==> config.mk <==
export PLATFORM = sky130hd
export DESIGN_NAME = z80_bank_mapper
export DESIGN_NICKNAME = d
export VERILOG_FILES = /design/src/rtl/z80mini_pkg.sv /design/src/rtl/z80_wait_gen.sv /design/src/rtl/z80_bank_mapper.sv
export SDC_FILE = /design/constraint.sdc
export NUM_CORES = 1
export LEC_CHECK = 0
export CAP_MARGIN = 15
export CORE_MARGIN = 2
export CORE_UTILIZATION = 24
export DETAILED_ROUTE_END_ITERATION = 10
export HOLD_SLACK_MARGIN = 0.05
export PLACE_DENSITY = 0.51
export SKIP_CTS_REPAIR_TIMING = 1
export SLEW_MARGIN = 20
export SYNTH_ARGS = -nofsm -noshare
export SYNTH_HDL_FRONTEND = slang
export SYNTH_SLANG_ARGS = --single-unit
==> constraint.sdc <==
create_clock -name CLK50MHz -period 3.1 [get_ports CLK50MHz]
set_input_delay 0.62 -clock CLK50MHz [delete_from_list [all_inputs] [get_ports CLK50MHz]]
set_output_delay 0.62 -clock CLK50MHz [all_outputs]
set_load 0.03 [all_outputs]
==> src/rtl/z80mini_pkg.sv <==
// z80mini_pkg
//   Shared definitions for the Z80 bank mapper slice: default IO port base,
//   default reset page map, control-register bit positions, wait-counter
//   width and the wait-state FSM encoding.
package z80mini_pkg;

    localparam logic [7:0]  DEF_IO_BASE   = 8'hF0;

    // Page 0 lives in the least significant slice.
    localparam logic [23:0] DEF_RESET_MAP = {6'h22, 6'h21, 6'h20, 6'h00};

    // ctrl[0] = 1 suppresses all wait states (reset value 0 means waits are on).
    // ctrl[1] = 1 overrides every per-page write protect bit.
    localparam int CTRL_WAIT_OFF = 0;
    localparam int CTRL_WP_OFF   = 1;

    localparam int WAIT_CNT_W    = 4;

    typedef enum logic [1:0] {
        IDLE,
        COUNT,
        HOLD
    } wait_state_t;

endpackage

==> src/rtl/z80_wait_gen.sv <==
// z80_wait_gen
//   Wait-state generator. Holds nWAIT asserted for n clk0 strobes once a
//   qualifying bus cycle starts, then parks in HOLD until the CPU drops its
//   request so the same M-cycle is not waited twice.
// Ports
//   clk       in   1           system clock
//   nRESET    in   1           synchronous, active-low reset
//   clk0      in   1           CPU-clock-aligned strobe qualifying all bus sampling
//   start     in   1           current bus cycle wants wait states
//   active    in   1           MREQ or IORQ is currently asserted
//   n         in   WAIT_CNT_W  number of wait states for this cycle (0 = none)
//   wait_drv  out  1           1 = pull nWAIT low
module z80_wait_gen
    import z80mini_pkg::*;
(
    input  logic                  clk,
    input  logic                  nRESET,
    input  logic                  clk0,
    input  logic                  start,
    input  logic                  active,
    input  logic [WAIT_CNT_W-1:0] n,
    output logic                  wait_drv
);

    wait_state_t           state, state_nx;
    logic [WAIT_CNT_W-1:0] cnt, cnt_nx;

    always_ff @(posedge clk) begin
        if (!nRESET) begin
            state <= IDLE;
            cnt   <= '0;
        end else begin
            state <= state_nx;
            cnt   <= cnt_nx;
        end
    end

    // Counter is loaded with n-1 so that wait_drv is seen low by the CPU on
    // exactly n clk0 strobes. Losing the bus strobes aborts without waiting
    // for clk0, so a cut-short cycle never leaves nWAIT pulled.
    always_comb begin
        state_nx = state;
        cnt_nx   = cnt;
        wait_drv = 1'b0;
        case (state)
            IDLE: begin
                if (clk0 && start && (n != '0)) begin
                    state_nx = COUNT;
                    cnt_nx   = n - WAIT_CNT_W'(1);
                end
            end
            COUNT: begin
                wait_drv = 1'b1;
                if (!active) begin
                    state_nx = IDLE;
                end else if (clk0) begin
                    if (cnt == '0) begin
                        state_nx = HOLD;
                    end else begin
                        cnt_nx = cnt - WAIT_CNT_W'(1);
                    end
                end
            end
            HOLD: begin
                if (!active) begin
                    state_nx = IDLE;
                end
            end
            default: begin
                state_nx = IDLE;
            end
        endcase
    end

endmodule

==> src/rtl/z80_bank_mapper.sv <==
// z80_bank_mapper
//   Z80 memory bank mapper. 2**PAGE_BITS page registers translate the top
//   address bits of the CPU into a PHYS_W-bit physical page. Adds per-page
//   write protect with fault reporting and wait states for slow physical
//   pages and IO cycles.
// Ports
//   CLK50MHz    in   1          system clock
//   nRESET      in   1          synchronous, active-low reset
//   clk0        in   1          CPU-clock-aligned strobe qualifying bus sampling
//   A           in   16         CPU address bus
//   d_in        in   8          CPU write data
//   nMREQ, nIORQ, nRD, nWR, nM1 in 1   CPU bus strobes
//   ext_a       out  PHYS_W     physical page of the current access
//   d_out       out  8          register readback data
//   d_oe        out  1          drive d_out onto the CPU bus
//   wait_drv    out  1          1 = pull nWAIT low
//   mem_we      out  1          gated memory write strobe
//   wr_fault    out  1          single-cycle pulse per blocked write
//   fault_page  out  PAGE_BITS  CPU page index of the last blocked write
module z80_bank_mapper
    import z80mini_pkg::*;
#(
    parameter int                                 PAGE_BITS  = 2,
    parameter int                                 PHYS_W     = 6,
    parameter logic [7:0]                         IO_BASE    = DEF_IO_BASE,
    parameter logic [PHYS_W*(2**PAGE_BITS)-1:0]   RESET_MAP  = DEF_RESET_MAP,
    parameter logic [PHYS_W-1:0]                  SLOW_MASK  = 6'h30,
    parameter logic [PHYS_W-1:0]                  SLOW_MATCH = 6'h10,
    parameter int                                 MEM_WAIT   = 2,
    parameter int                                 IO_WAIT    = 1
) (
    input  logic                 CLK50MHz,
    input  logic                 nRESET,
    input  logic                 clk0,
    input  logic [15:0]          A,
    input  logic [7:0]           d_in,
    input  logic                 nMREQ,
    input  logic                 nIORQ,
    input  logic                 nRD,
    input  logic                 nWR,
    input  logic                 nM1,
    output logic [PHYS_W-1:0]    ext_a,
    output logic [7:0]           d_out,
    output logic                 d_oe,
    output logic                 wait_drv,
    output logic                 mem_we,
    output logic                 wr_fault,
    output logic [PAGE_BITS-1:0] fault_page
);

    localparam int NPAGES = 2 ** PAGE_BITS;

    logic [PHYS_W-1:0]     page [NPAGES];
    logic [NPAGES-1:0]     wp;
    logic [1:0]            ctrl;
    logic                  fault_done;

    logic [PAGE_BITS-1:0]  cur;
    logic [7:0]            io_off;
    logic                  page_hit;
    logic                  ctrl_hit;
    logic                  io_wr;
    logic                  blocked_wr;
    logic                  mem_slow_req;
    logic                  io_wait_req;
    logic                  wait_start;
    logic                  bus_active;
    logic [WAIT_CNT_W-1:0] wait_n;
    logic                  unused_bits;

    assign cur      = A[15 -: PAGE_BITS];
    assign io_off   = A[7:0] - IO_BASE;
    assign page_hit = (io_off < 8'(NPAGES));
    assign ctrl_hit = (io_off == 8'(NPAGES));
    assign io_wr    = clk0 & ~nIORQ & ~nWR & nM1;

    assign unused_bits = &{1'b0, A, d_in};

    // Page/protect/control registers. Written by OUT to IO_BASE+i (page i)
    // or IO_BASE+NPAGES (ctrl); bit 7 of the data is the write-protect flag.
    always_ff @(posedge CLK50MHz) begin
        if (!nRESET) begin
            for (int i = 0; i < NPAGES; i++) begin
                page[i] <= RESET_MAP[i*PHYS_W +: PHYS_W];
            end
            wp   <= '0;
            ctrl <= '0;
        end else if (io_wr) begin
            if (page_hit) begin
                page[io_off[PAGE_BITS-1:0]] <= d_in[PHYS_W-1:0];
                wp[io_off[PAGE_BITS-1:0]]   <= d_in[7];
            end else if (ctrl_hit) begin
                ctrl <= d_in[1:0];
            end
        end
    end

    // Readback selects the page by the upper address byte, so IN r,(C)
    // with B holding the CPU address of interest reads that page's mapping.
    always_comb begin
        d_out = 8'hFF;
        if (page_hit) begin
            d_out[PHYS_W-1:0] = page[cur];
            d_out[7]          = wp[cur];
        end else if (ctrl_hit) begin
            d_out = {6'b0, ctrl};
        end
    end

    assign d_oe   = ~nIORQ & ~nRD & nM1 & (page_hit | ctrl_hit);
    assign ext_a  = page[cur];

    assign blocked_wr = ~nMREQ & ~nWR & wp[cur] & ~ctrl[CTRL_WP_OFF];
    assign mem_we     = ~nMREQ & ~nWR & ~(wp[cur] & ~ctrl[CTRL_WP_OFF]);

    // One pulse per blocked write: fault_done stays set for the rest of the
    // write strobe so a long or wait-stretched write reports only once.
    always_ff @(posedge CLK50MHz) begin
        if (!nRESET) begin
            wr_fault   <= 1'b0;
            fault_page <= '0;
            fault_done <= 1'b0;
        end else begin
            wr_fault <= 1'b0;
            if (nWR) begin
                fault_done <= 1'b0;
            end else if (clk0 && blocked_wr && !fault_done) begin
                wr_fault   <= 1'b1;
                fault_page <= cur;
                fault_done <= 1'b1;
            end
        end
    end

    // Interrupt acknowledge (nM1 low with nIORQ) is never stretched.
    assign mem_slow_req = ~nMREQ & ((ext_a & SLOW_MASK) == SLOW_MATCH) & (MEM_WAIT > 0);
    assign io_wait_req  = ~nIORQ & nM1 & (IO_WAIT > 0);
    assign wait_start   = (mem_slow_req | io_wait_req) & ~ctrl[CTRL_WAIT_OFF];
    assign bus_active   = ~nMREQ | ~nIORQ;
    assign wait_n       = mem_slow_req ? WAIT_CNT_W'(MEM_WAIT) : WAIT_CNT_W'(IO_WAIT);

    z80_wait_gen u_wait_gen (
        .clk      (CLK50MHz),
        .nRESET   (nRESET),
        .clk0     (clk0),
        .start    (wait_start),
        .active   (bus_active),
        .n        (wait_n),
        .wait_drv (wait_drv)
    );

endmodule

==> flow_summary.ini, run 1 <==
[setup_path]
cp-end-kind = output port
critical_path_required_ns = 2.48
path_max_fanout = 5
worstPathArrival_ns = 2.39
startpoint_type = input pin
criticalPathCategory = input pin to output port

[timing]
period_minus_slack_ns = 3.01
fin_skew_ns = 0.00967
hold_viol = 0
maxSlewViolCount = 0
worstMarginPinSlew_ns = 0.455
setup_viol_count_final = 0
rsz0062_at_grt = false
setup_tns_ns = 0
slew-limit-headroom_pct = 69.6
fmax_mhz = 332
fin_crit_sh_pct = 97.1
worst_slack_ns = 0.0887
hold_slack_ns = 0.462

[pwr]
clockPowerShare_pct = 35.0
total_power_uw = 1240
p_seq_share_pct = 47.4
combPwrFrac_pct = 17.6
sw_frac_of_total_pct = 25.0
internal-power_uw = 932
power_switching_uw = 310
ir_drop_mv = 0.159
p_leak_uw = 0.00123
pwr_density_cell_mw_per_mm2 = 402

[clock_tree]
numCtsBuffers = 5
cts_tree = built
clk_pin_slew_ns = 0.08
clk_latency_ns = 0.29
cts_num_sinks = 40
ctsLongestPathBuffers = 2
htreeDepth = 2
root_buffer = clkbuf_8

[finish]
fin_nets = 301
mostFrequentLayoutCells = buf_4, clkdlybuf4s50_1, edfxtp_1
final_common_cell = buf_4
final_cell_area_mm2 = 0.00309
area_growth_pct = 42.8
antenna_cells = 0
num-fill-cells = 857
drive_gt1_share_pct = 25.5

[global_routing]
overflow = 0
grt_pass1_vias = 1742
antenna_found_initial = 0
grt_max_degree = 15
grt.total_usage_pct = 12.1
grt_pass1_wl_mm = 9.23

[yosys]
syn_inst = 188
synth.distinct_cells = 53
ys_seq_area_share_pct = 48.1
ys_ff_latch = 40
yosys_warnings = 0
syn_avg_cell_area_um2 = 11.5
async_flop_share_pct = 0
synth_edf_count = 24
synth_area_mm2 = 0.00217
syn_nets = 223
synth-main-ff-cell = edfxtp_1

[floorplan]
initial_core_util_pct = 24.8
ios = 52
die_w_um = 99.0
dieHeight_um = 99.0
rows = 34
fp.coreArea_mm2 = 0.00872
dieArea_mm2 = 0.00980

[routing]
drt_iter0_drc = 72
post-route-drc-count = 0
antenna_left = 0
drt-total-wl_mm = 5.70
viasPerCell = 4.61
wire_per_inst_um = 15.2
drt_pass1_iterations = 4
vias = 1729

[place]
io_buffer_count = 44
placed_area_mm2 = 0.00293
gp_congestion = 0.783
dpl.hpwl_mm = 4.50
place_ws_ns = -0.293

[min_path]
hp-class = flop to flop

[run_status]
status = finished clean

[run]
drv_cap = 0
## cell usage after synthesis (2+ instances only)
cell type / number / area, um^2
nor2_1: 13 / 48.8
or2_2: 2 / 12.5
a21oi_1: 2 / 10.0
dfxtp_1: 16 / 320
nor2b_1: 6 / 37.5
nand4_1: 2 / 12.5
edfxtp_1: 24 / 721
o21ai_0: 5 / 25.0
clkbuf_1: 3 / 11.3
nand4b_1: 2 / 17.5
nand3b_1: 2 / 15.0
a31oi_1: 2 / 12.5
o22a_1: 2 / 17.5
o31ai_4: 2 / 42.5
nand2_1: 12 / 45.0
a21o_1: 5 / 37.5
mux4_1: 5 / 131
o31ai_1: 2 / 15.0
nor3_1: 4 / 20.0
o211ai_1: 2 / 15.0
and2_1: 22 / 138
mux2i_1: 7 / 70.1
ha_1: 3 / 37.5
nand2b_1: 3 / 18.8
a32o_1: 3 / 30.0
nand3_1: 4 / 20.0
or3_1: 4 / 25.0
and3_1: 2 / 12.5
inv_1: 3 / 11.3
## worst paths after layout
kind,start,to,slack [ns],depth (start not counted)
max reg2reg,u_wait_gen.cnt[0],u_wait_gen.cnt[0],1.04,7
min reg2reg,wp[0],wp[0],0.46,2
min,wp[0],wp[0],0.46,2
max,A[5],d_out[7],0.09,8
## kinds of logic (layout without fill, tap and decap cells)
family | after synthesis | after routing | synth area share, %
buffers and inverters | 9 | 88 | 1.96
DFF | 40 | 40 | 48.1
AOI/OAI and AO/OA | 34 | 34 | 13.3
muxes | 14 | 14 | 10.9
and+or+nand+nor | 88 | 88 | 24.0
adders and majority gates | 3 | 3 | 1.73
## power by group through the flow
stage                     sequential [uW]  combinational, uW  clock, uW
final                                 589                219        435
after floorplan                       598                109          0
after detailed placement              601                220          0
after global routing                  591                238        470
after CTS                             589                221        453
after global placement                601                220          0
## state kept, by name (all words and copies together) (netlist names)
signal	flops
u_wait_gen.state	2
wr_fault	1
u_wait_gen.cnt	4
fault_done	1
page	24
wp	4
fault_page	2
ctrl	2
## final cells by class
| class | count | area (um^2) | area share, % |
|---|---|---|---|
| tap | 108 | 135 | 4.37 |
| clock buffer | 5 | 68.8 | 2.23 |
| timing repair buffer | 76 | 682 | 22.1 |
| clock inverter | 3 | 47.5 | 1.54 |
| inverter | 4 | 15.0 | 0.486 |
| multi-input combinational | 139 | 1100 | 35.7 |
| sequential | 40 | 1040 | 33.7 |
## critical path, cell delays in order
cell and delay [ns]:
clkdlybuf4s50_1 0.43, ha_1 0.22, or3_1 0.35, o31ai_4 0.10, buf_6 0.16, and2_2 0.20, a21o_1 0.15, buf_4 0.16
## layer usage
| layer | track usage, % | vias up | share of wire, % |
|---|---|---|---|
| li1 | - | 873 | - |
| met1 | 14.8 | 822 | 44 |
| met2 | 21.5 | 30 | 51 |
| met3 | 2.70 | 4 | 4.5 |
| met4 | 3.16 | 0 | 0.89 |
| met5 | 0 | - | 0 |
## per-stage QoR
stage / utilization [%] / cells
floorplan: - / 188
finish: 35.5 / 375
global route: 35.5 / 375
detailed placement: 33.6 / 367
CTS: 34.9 / 375
global placement: 33.6 / 367
(Power assumes the default switching activity.)
==> inputs of run 2 (changes only) <==
Settings changed: CTS_CLUSTER_SIZE set to 14.
==> results of run 2 <==
Final layout, timing and power as in run 1 (identical DEF).
==> inputs of run 3 (changes only) <==
Settings changed: CORE_UTILIZATION 24 to 49, PLACE_DENSITY 0.51 to 0.85.
==> run 3 against run 2 <==
Via count increased by 5.0%. Worst hold slack improved by 0.040 ns. Register-to-register slack about the same. Global-route usage up 11 points. Non-clock buffer count shrank 7. Critical path type unchanged. Largest power group unchanged.
==> flow_summary.ini, run 3 (synthesis results as in run 1) <==
[floorplan]
fp.coreArea_mm2 = 0.00429
initial_core_util_pct = 50.4
dieHeight_um = 70.5
dieArea_mm2 = 0.00497
rows = 24
ios = 52
die_w_um = 70.5

[routing]
viasPerCell = 5.82
antenna_left = 0
vias = 1816
post-route-drc-count = 0
drt_iter0_drc = 78
drt-total-wl_mm = 5.40
wire_per_inst_um = 17.3
drt_pass1_iterations = 5

[finish]
top_register = page
mostFrequentLayoutCells = buf_4, clkdlybuf4s50_1, edfxtp_1
drive_gt1_share_pct = 21.9
final_common_cell = buf_4
fin_nets = 294
final_cell_area_mm2 = 0.00297
antenna_cells = 0
area_growth_pct = 37.1
reg_top3 = page: 24 flops, u_wait_gen.cnt: 4 flops, wp: 4 flops
layoutNonFillerInstCount = 312
largest_reg_flops = 24

[timing]
fin_skew_ns = 0.00833
fmax_mhz = 332
period_minus_slack_ns = 3.01
slew-limit-headroom_pct = 59.5
fin_crit_sh_pct = 97.1
setup_tns_ns = 0
maxSlewViolCount = 0
setup_viol_count_final = 0
hold_viol = 0
worstMarginPinSlew_ns = 0.606
rsz0062_at_grt = true

[place]
io_buffer_count = 44
placed_cells = 304
gp_congestion = 0.835
dpl.hpwl_mm = 4.06
placed_area_mm2 = 0.00281

[clock_tree]
numCtsBuffers = 5
cts_num_sinks = 40
clk_latency_ns = 0.30
clk_pin_slew_ns = 0.07
cts_tree = built
root_buffer = clkbuf_8
ctsLongestPathBuffers = 2
htreeDepth = 2

[setup_path]
cp_slowest_stage_delay_ns = 0.43
worstPathCellList = clkdlybuf4s50_1, ha_1, or3_1, o31ai_4, buf_6, and2_2, a21o_1, buf_4
cp-end-kind = output port
path_max_fanout = 5
path_buf_inv = 3
worstPathArrival_ns = 2.39
crit_slowest_cell = clkdlybuf4s50_1
crit_family = buffers and inverters
startpoint_type = input pin
criticalPathCategory = input pin to output port
critical_path_required_ns = 2.48

[global_routing]
gr-usage-met2_pct = 41.7
grt_most_used_layer = met2
gr-usage-met3_pct = 6.20
antenna_found_initial = 0
overflow = 0
grt_pass1_vias = 1849
grt_max_degree = 19
grt.met1_usage_pct = 25.8
grt_pass1_wl_mm = 8.81
grt.total_usage_pct = 23.1

[pwr]
p_leak_uw = 0.00119
pwr_density_cell_mw_per_mm2 = 417
ir_drop_mv = 0.321

[run_status]
status = finished clean

[run]
drv_cap = 0

[min_path]
hp-class = flop to flop
[run 3: cell types whose count changed in the layout (fill, tap and decap cells not counted)]
cell             change
a21boi_1             +1
nor4b_2              -1
nor4b_1              +1
a21boi_0             -1
buf_4               -10
clkdlybuf4s50_1      +3
[run 3: worst paths after layout]
check | start | endpoint | slack (ns) | cells past startpoint
max | A[4] | d_out[7] | 0.09 | 8
min | wp[0] | wp[0] | 0.50 | 2
max reg2reg | u_wait_gen.cnt[0] | u_wait_gen.cnt[0] | 1.05 | 7
min reg2reg | wp[0] | wp[0] | 0.50 | 2
[run 3: layer usage]
layer | up-vias | wire length (um)
met4 | 0 | 92
met3 | 12 | 369
li1 | 861 | -
met5 | - | 0
met1 | 879 | 2120
met2 | 64 | 2820
[run 3: area by class of cell]
type | instances | area, um^2
Sequential cell | 40 | 1040
Timing Repair Buffer | 69 | 637
Fill cell | 331 | 1320
Clock inverter | 3 | 47.5
Clock buffer | 5 | 68.8
Multi-Input combinational cell | 139 | 1100
Tap cell | 52 | 65.1
Inverter | 4 | 15.0
[run 3: stage by stage]
| step | utilization [%] | hold slack (ns) | worst slack [ns] | total power (uW) |
|---|---|---|---|---|
| after global placement | 65.5 | 0.451 | -0.273 | 807 |
| after CTS | 68.2 | 0.489 | -0.324 | 1240 |
| after global routing | 69.2 | 0.529 | -0.0358 | 1290 |
| after floorplan | - | 0.430 | 0.283 | 707 |
| final | 69.2 | 0.502 | 0.0889 | 1240 |
| after detailed placement | 65.5 | 0.470 | -0.318 | 813 |
[run 3: worst reg2reg max path: stages, from the launching register on]
cell	delay, ns
dfxtp_1	0.40
inv_1	0.08
ha_1	0.24
or3b_1	0.18
a31oi_1	0.09
nor3b_2	0.40
o31ai_4	0.18
a311o_1	0.37
[run 3: power by group]
part,total (uW),internal [uW],switching (uW),leakage (uW)
sequential,590,581,9.00,0.000360
combinational,215,106,109,0.000770
clock,434,242,192,0.0000583
